**src/rtl/collector_pkg.sv**
```systemverilog
// Shared types and width helpers for the serial word collector.
package collector_pkg;

    typedef enum logic {
        IDLE    = 1'b0,
        COLLECT = 1'b1
    } state_e;

    localparam int WORD_W = 4;
    localparam int FIFO_D = 2;

    function automatic int cnt_w(input int n);
        return $clog2(n + 1);
    endfunction

    function automatic int ptr_w(input int n);
        return (n > 1) ? $clog2(n) : 1;
    endfunction

    localparam int BIT_CNT_W = cnt_w(WORD_W);
    localparam int PTR_W     = ptr_w(FIFO_D);
    localparam int FCNT_W    = cnt_w(FIFO_D);

endpackage

```
**src/rtl/word_fifo.sv**
```systemverilog
// Small FIFO with a registered head view; drops pushes when full unless
// a pop on the same edge frees a slot.
module word_fifo
    import collector_pkg::*;
#(
    parameter int WIDTH = WORD_W,
    parameter int DEPTH = FIFO_D
) (
    input  logic             c,
    input  logic             rst_n,
    input  logic             push,
    input  logic [WIDTH-1:0] push_data,
    input  logic             pop,
    output logic [WIDTH-1:0] head_data,
    output logic             not_empty,
    output logic             full
);

    localparam int PW = ptr_w(DEPTH);
    localparam int CW = cnt_w(DEPTH);
    localparam logic [CW-1:0] CNT_FULL = CW'(DEPTH);

    logic [WIDTH-1:0] mem_q [DEPTH];
    logic [WIDTH-1:0] mem_d [DEPTH];
    logic [PW-1:0]    rd_q, rd_d;
    logic [PW-1:0]    wr_q, wr_d;
    logic [CW-1:0]    cnt_q, cnt_d;
    logic [WIDTH-1:0] head_q, head_d;
    logic             do_push;
    logic             do_pop;

    assign not_empty = (cnt_q != '0);
    assign full      = (cnt_q == CNT_FULL);
    assign head_data = head_q;

    always_comb begin
        do_pop  = pop & not_empty;
        do_push = push & (~full | do_pop);
        mem_d   = mem_q;
        rd_d    = rd_q;
        wr_d    = wr_q;
        cnt_d   = cnt_q;
        if (do_push) begin
            mem_d[wr_q] = push_data;
            wr_d        = wr_q + PW'(1);
        end
        if (do_pop) begin
            rd_d = rd_q + PW'(1);
        end
        if (do_push && !do_pop) begin
            cnt_d = cnt_q + CW'(1);
        end else if (do_pop && !do_push) begin
            cnt_d = cnt_q - CW'(1);
        end
        // Head follows the post-update read slot; holds when empty.
        head_d = (cnt_d != '0) ? mem_d[rd_d] : head_q;
    end

    always_ff @(posedge c or negedge rst_n) begin
        if (!rst_n) begin
            for (int i = 0; i < DEPTH; i++) begin
                mem_q[i] <= '0;
            end
            rd_q   <= '0;
            wr_q   <= '0;
            cnt_q  <= '0;
            head_q <= '0;
        end else begin
            mem_q  <= mem_d;
            rd_q   <= rd_d;
            wr_q   <= wr_d;
            cnt_q  <= cnt_d;
            head_q <= head_d;
        end
    end

endmodule

```
**src/rtl/serial_word_collector.sv**
```systemverilog
// Reassembles MSB-first serial bits into WIDTH-bit words and buffers
// them for a valid/ready consumer.
module serial_word_collector
    import collector_pkg::*;
#(
    parameter int WIDTH = WORD_W,
    parameter int DEPTH = FIFO_D
) (
    input  logic                       c,
    input  logic                       rst_n,
    input  logic                       sin,
    input  logic                       sin_valid,
    input  logic                       sof,
    output logic [WIDTH-1:0]           out_data,
    output logic                       out_valid,
    input  logic                       out_ready,
    output logic                       overflow,
    output logic [$clog2(WIDTH+1)-1:0] bit_cnt
);

    localparam int CW = $clog2(WIDTH + 1);
    localparam logic [CW-1:0] LAST = CW'(WIDTH - 1);

    state_e           state_q, state_d;
    logic [CW-1:0]    cnt_q, cnt_d;
    logic [WIDTH-2:0] acc_q, acc_d;
    logic             overflow_q, overflow_d;
    logic [WIDTH-1:0] word_w;
    logic             push;
    logic             pop;
    logic             fifo_full;

    assign word_w   = {acc_q, sin};
    assign pop      = out_valid & out_ready;
    assign bit_cnt  = cnt_q;
    assign overflow = overflow_q;

    always_comb begin
        state_d = state_q;
        cnt_d   = cnt_q;
        acc_d   = acc_q;
        push    = 1'b0;
        if (sin_valid) begin
            if (sof) begin
                // A frame start restarts the word; pending bits vanish.
                acc_d    = '0;
                acc_d[0] = sin;
                cnt_d    = CW'(1);
                state_d  = COLLECT;
            end else if (state_q == COLLECT && cnt_q == LAST) begin
                acc_d   = word_w[WIDTH-2:0];
                push    = 1'b1;
                cnt_d   = '0;
                state_d = IDLE;
            end else begin
                acc_d   = word_w[WIDTH-2:0];
                cnt_d   = cnt_q + CW'(1);
                state_d = COLLECT;
            end
        end
        overflow_d = overflow_q | (push & fifo_full & ~pop);
    end

    always_ff @(posedge c or negedge rst_n) begin
        if (!rst_n) begin
            state_q    <= IDLE;
            cnt_q      <= '0;
            acc_q      <= '0;
            overflow_q <= 1'b0;
        end else begin
            state_q    <= state_d;
            cnt_q      <= cnt_d;
            acc_q      <= acc_d;
            overflow_q <= overflow_d;
        end
    end

    word_fifo #(
        .WIDTH (WIDTH),
        .DEPTH (DEPTH)
    ) u_fifo (
        .c         (c),
        .rst_n     (rst_n),
        .push      (push),
        .push_data (word_w),
        .pop       (pop),
        .head_data (out_data),
        .not_empty (out_valid),
        .full      (fifo_full)
    );

endmodule

```
**config.mk**
```make
export PLATFORM = sky130hd
export DESIGN_NAME = serial_word_collector
export DESIGN_NICKNAME = d
export VERILOG_FILES = /design/src/rtl/collector_pkg.sv /design/src/rtl/word_fifo.sv /design/src/rtl/serial_word_collector.sv
export SDC_FILE = /design/constraint.sdc
export NUM_CORES = 1
export LEC_CHECK = 0
export CORE_ASPECT_RATIO = 0.7
export CORE_MARGIN = 8
export CORE_UTILIZATION = 35
export DETAILED_ROUTE_END_ITERATION = 12
export PLACE_DENSITY = 0.61
export SYNTH_ARGS = -nofsm -noshare
export SYNTH_HDL_FRONTEND = slang
export SYNTH_SLANG_ARGS = --single-unit
```
**constraint.sdc**
```tcl
create_clock -name c -period 4.8 [get_ports c]
set_input_delay 0.72 -clock c [delete_from_list [all_inputs] [get_ports c]]
set_output_delay 0.72 -clock c [all_outputs]
set_load 0.05 [all_outputs]
```
==> results.ini <==
[logic_synthesis]
netlist.area_leader.share=0.4800
synthArstFlopShare=1.000
synth_area_um2=1251
yosysTopAreaCell=dfrtp_1
synth_common_cells=dfrtp_1 (24), inv_1 (10), mux2_2 (9)
synth_edf_count=0
yosys-top-cells-area=dfrtp_1 (48%), mux2_2 (8.1%), a21o_1 (4.8%), a2111oi_4 (4.4%), ha_1 (3.0%)
synth_cell_types=30
synth-seq-cells=24
synth-main-ff-cell=dfrtp_1
yosysWarnings=0
yosys.cell_count.top_type=dfrtp_1
ys_seq_area_frac=0.4800
synth_area_per_cell_um2=12.27
synthCells=102
syn-num-nets=111

[final_layout]
antennaDiodeCount=0
stdcell_count=168
layout-drive-gt1-share=0.1949
nFillCells=335
nNetsFinal=128
syn2layout_area_growth_pct=20.40

[cts]
cts-hold-fix-buffers=0
post_cts_resized=0
cts.sinks=24
cts_max_path_buffers=2
cts-buffers-inserted=3
htreeDepth=1
clk_pin_slew_ns=0.09
cts_setup_buffers=0
clockRootBuffer=clkbuf_8
cts_tree=built
clk-insertion-delay-late_ns=0.27

[place]
place_inst=164
place_ws_ns=1.730
gp_congestion=0.7713
dpl.hpwl_mm=1.722
port_buffers=14

[flow_run]
maxCapViolations=0

[sta]
rsz0062_at_grt=false
skew_ns=0.006076
slew_headroom=0.3012
fmax_ghz=0.3635
min_period_ns=2.751
setup_viol=0
whs_ns=0.4684
max_slew.worst_pin.slew_ns=1.045
drv_slew=0
tns_ns=0
hold_viol_final=0
layout_setup_ws_ns=2.049
period_share=0.5732

[setup_path]
path_class=input pin to flop
cp-end-kind=flop
cp_data_required_time_ns=4.96
path_cells=clkdlybuf4s50_1 > nand2b_4 > a2111oi_4 > nor2b_1 > o22a_1 > mux2_2
cp_slowest_cell=clkdlybuf4s50_1
critical_path.max_stage_delay_ns=0.73
critPathLaunchType=input pin
cp.arrival_ns=2.91
cp_max_fo=12

[floorplanning]
num_io_pins=15
die_y_um=66.03
dieWidth_um=87.46
rows=18
core_area_um2=3468
initial_utilization=0.3608
fp.dieArea_um2=5775

[grt]
grt_pass1_wl_mm=4.015
grt_overflow=0
grt_usage=0.08746
grt_antenna_before_repair=0
grt_max_degree=25
grt_pass1_vias=850

[routing]
drt_first_iter_violations=31
vias=805
ant_nets=0
wl_per_cell_um=13.61
routed_wl_mm=2.287
drc_errors=0
drt_pass1_iterations=4
vias_per_cell=4.792

[power]
p_leak_uw=0.0006984
finalPower_uw=991.3
ir_worst_vdd_mv=0.4289
p_per_area_nw_per_um2=658.0

[outcome]
status=finished clean

[hold_path]
hp-class=flop to flop

[state kept, by name (all words and copies together) (netlist names)]
register,count
bit_cnt,3
overflow,1
u_fifo.mem_q,8
u_fifo.wr_q,1
u_fifo.rd_q,1
state_q,1
acc_q,3
u_fifo.cnt_q,2
u_fifo.head_data,4
[cell type report]
cell class	count	area, µm²	area share
timing repair buffer	14	140.1	0.09302
inverter	10	37.54	0.02492
clock buffer	3	41.29	0.02741
sequential	24	600.6	0.3987
clock inverter	1	30.03	0.01993
tap	50	62.56	0.04153
multi-input combinational	66	594.3	0.3945
[cells in the final DEF (no fill, tap or decap), drive strengths merged]
| cell type | n |
|---|---|
| bufinv | 1 |
| ha | 3 |
| nor2 | 6 |
| nand3b | 1 |
| inv | 10 |
| nand2 | 2 |
| and2b | 2 |
| nor4bb | 1 |
| clkbuf | 3 |
| o21a | 1 |
| a21o | 8 |
| a2111oi | 2 |
| nor4 | 1 |
| o22a | 4 |
| xnor2 | 3 |
| and3b | 1 |
| mux2 | 10 |
| o22ai | 2 |
| o31ai | 1 |
| nand2b | 2 |
| clkdlybuf4s50 | 14 |
| o21ai | 4 |
| a41o | 1 |
| a21oi | 4 |
| nor2b | 4 |
| a22oi | 1 |
| nand3 | 2 |
| dfrtp | 24 |
[per-stage QoR]
| step | util | cell area, µm² |
|---|---|---|
| 3_3_place_gp | 0.4138 | 1435 |
| 5_1_grt | 0.4343 | 1506 |
| 2_1_floorplan | - | 1251 |
| 3_5_place_dp | 0.4138 | 1435 |
| 4_1_cts | 0.4343 | 1506 |
| 6_report | 0.4343 | 1506 |
[final timing paths]
check / startpoint / endpoint / slack (ns) / cells past startpoint
max: sin_valid / u_fifo.head_data[0] / 2.05 / 6
min: overflow / overflow / 0.47 / 1
max reg2reg: u_fifo.cnt_q[0] / u_fifo.head_data[0] / 2.42 / 7
min reg2reg: overflow / overflow / 0.47 / 1
max in group asynchronous: rst_n / u_fifo.cnt_q[0] / 3.15 / 1
min in group asynchronous: rst_n / bit_cnt[1] / 1.01 / 1
[worst max-delay path: cells and delay by family]
kind            cells  cell delay [ns]
compound gates      2             0.90
mux                 1             0.25
buf+inv             1             0.73
simple gates        2             0.31
[cells by family (layout without fill, tap and decap cells)]
group                    Yosys count  after routing  share of synthesized area
adder cells (fa/ha/maj)            3              3                    0.03000
AO/OA/AOI/OAI                     28             28                     0.2020
multiplexers                      10             10                    0.09300
buffers and inverters             12             28                    0.04500
AND/OR/NAND/NOR                   22             22                     0.1290
XOR/XNOR                           3              3                    0.02100
flip-flops                        24             24                     0.4800
[per-layer routing]
| metal | vias to the layer above | GRT usage | share of wire | wire, µm |
|---|---|---|---|---|
| li1 | 393 | - | - | - |
| met1 | 399 | 0.1086 | 0.52 | 1179 |
| met2 | 11 | 0.1394 | 0.44 | 1008 |
| met3 | 2 | 0.03102 | 0.037 | 85 |
| met4 | 0 | 0.02559 | 0.0057 | 13 |
| met5 | - | 0 | 0 | 0 |
[power breakdown]
part           internal (µW)  total, µW  switching, µW
clock network            112        177           65.2
registers                273        313           40.1
logic                    225        502            277
Note: power is estimated with default switching activity, not from simulation.
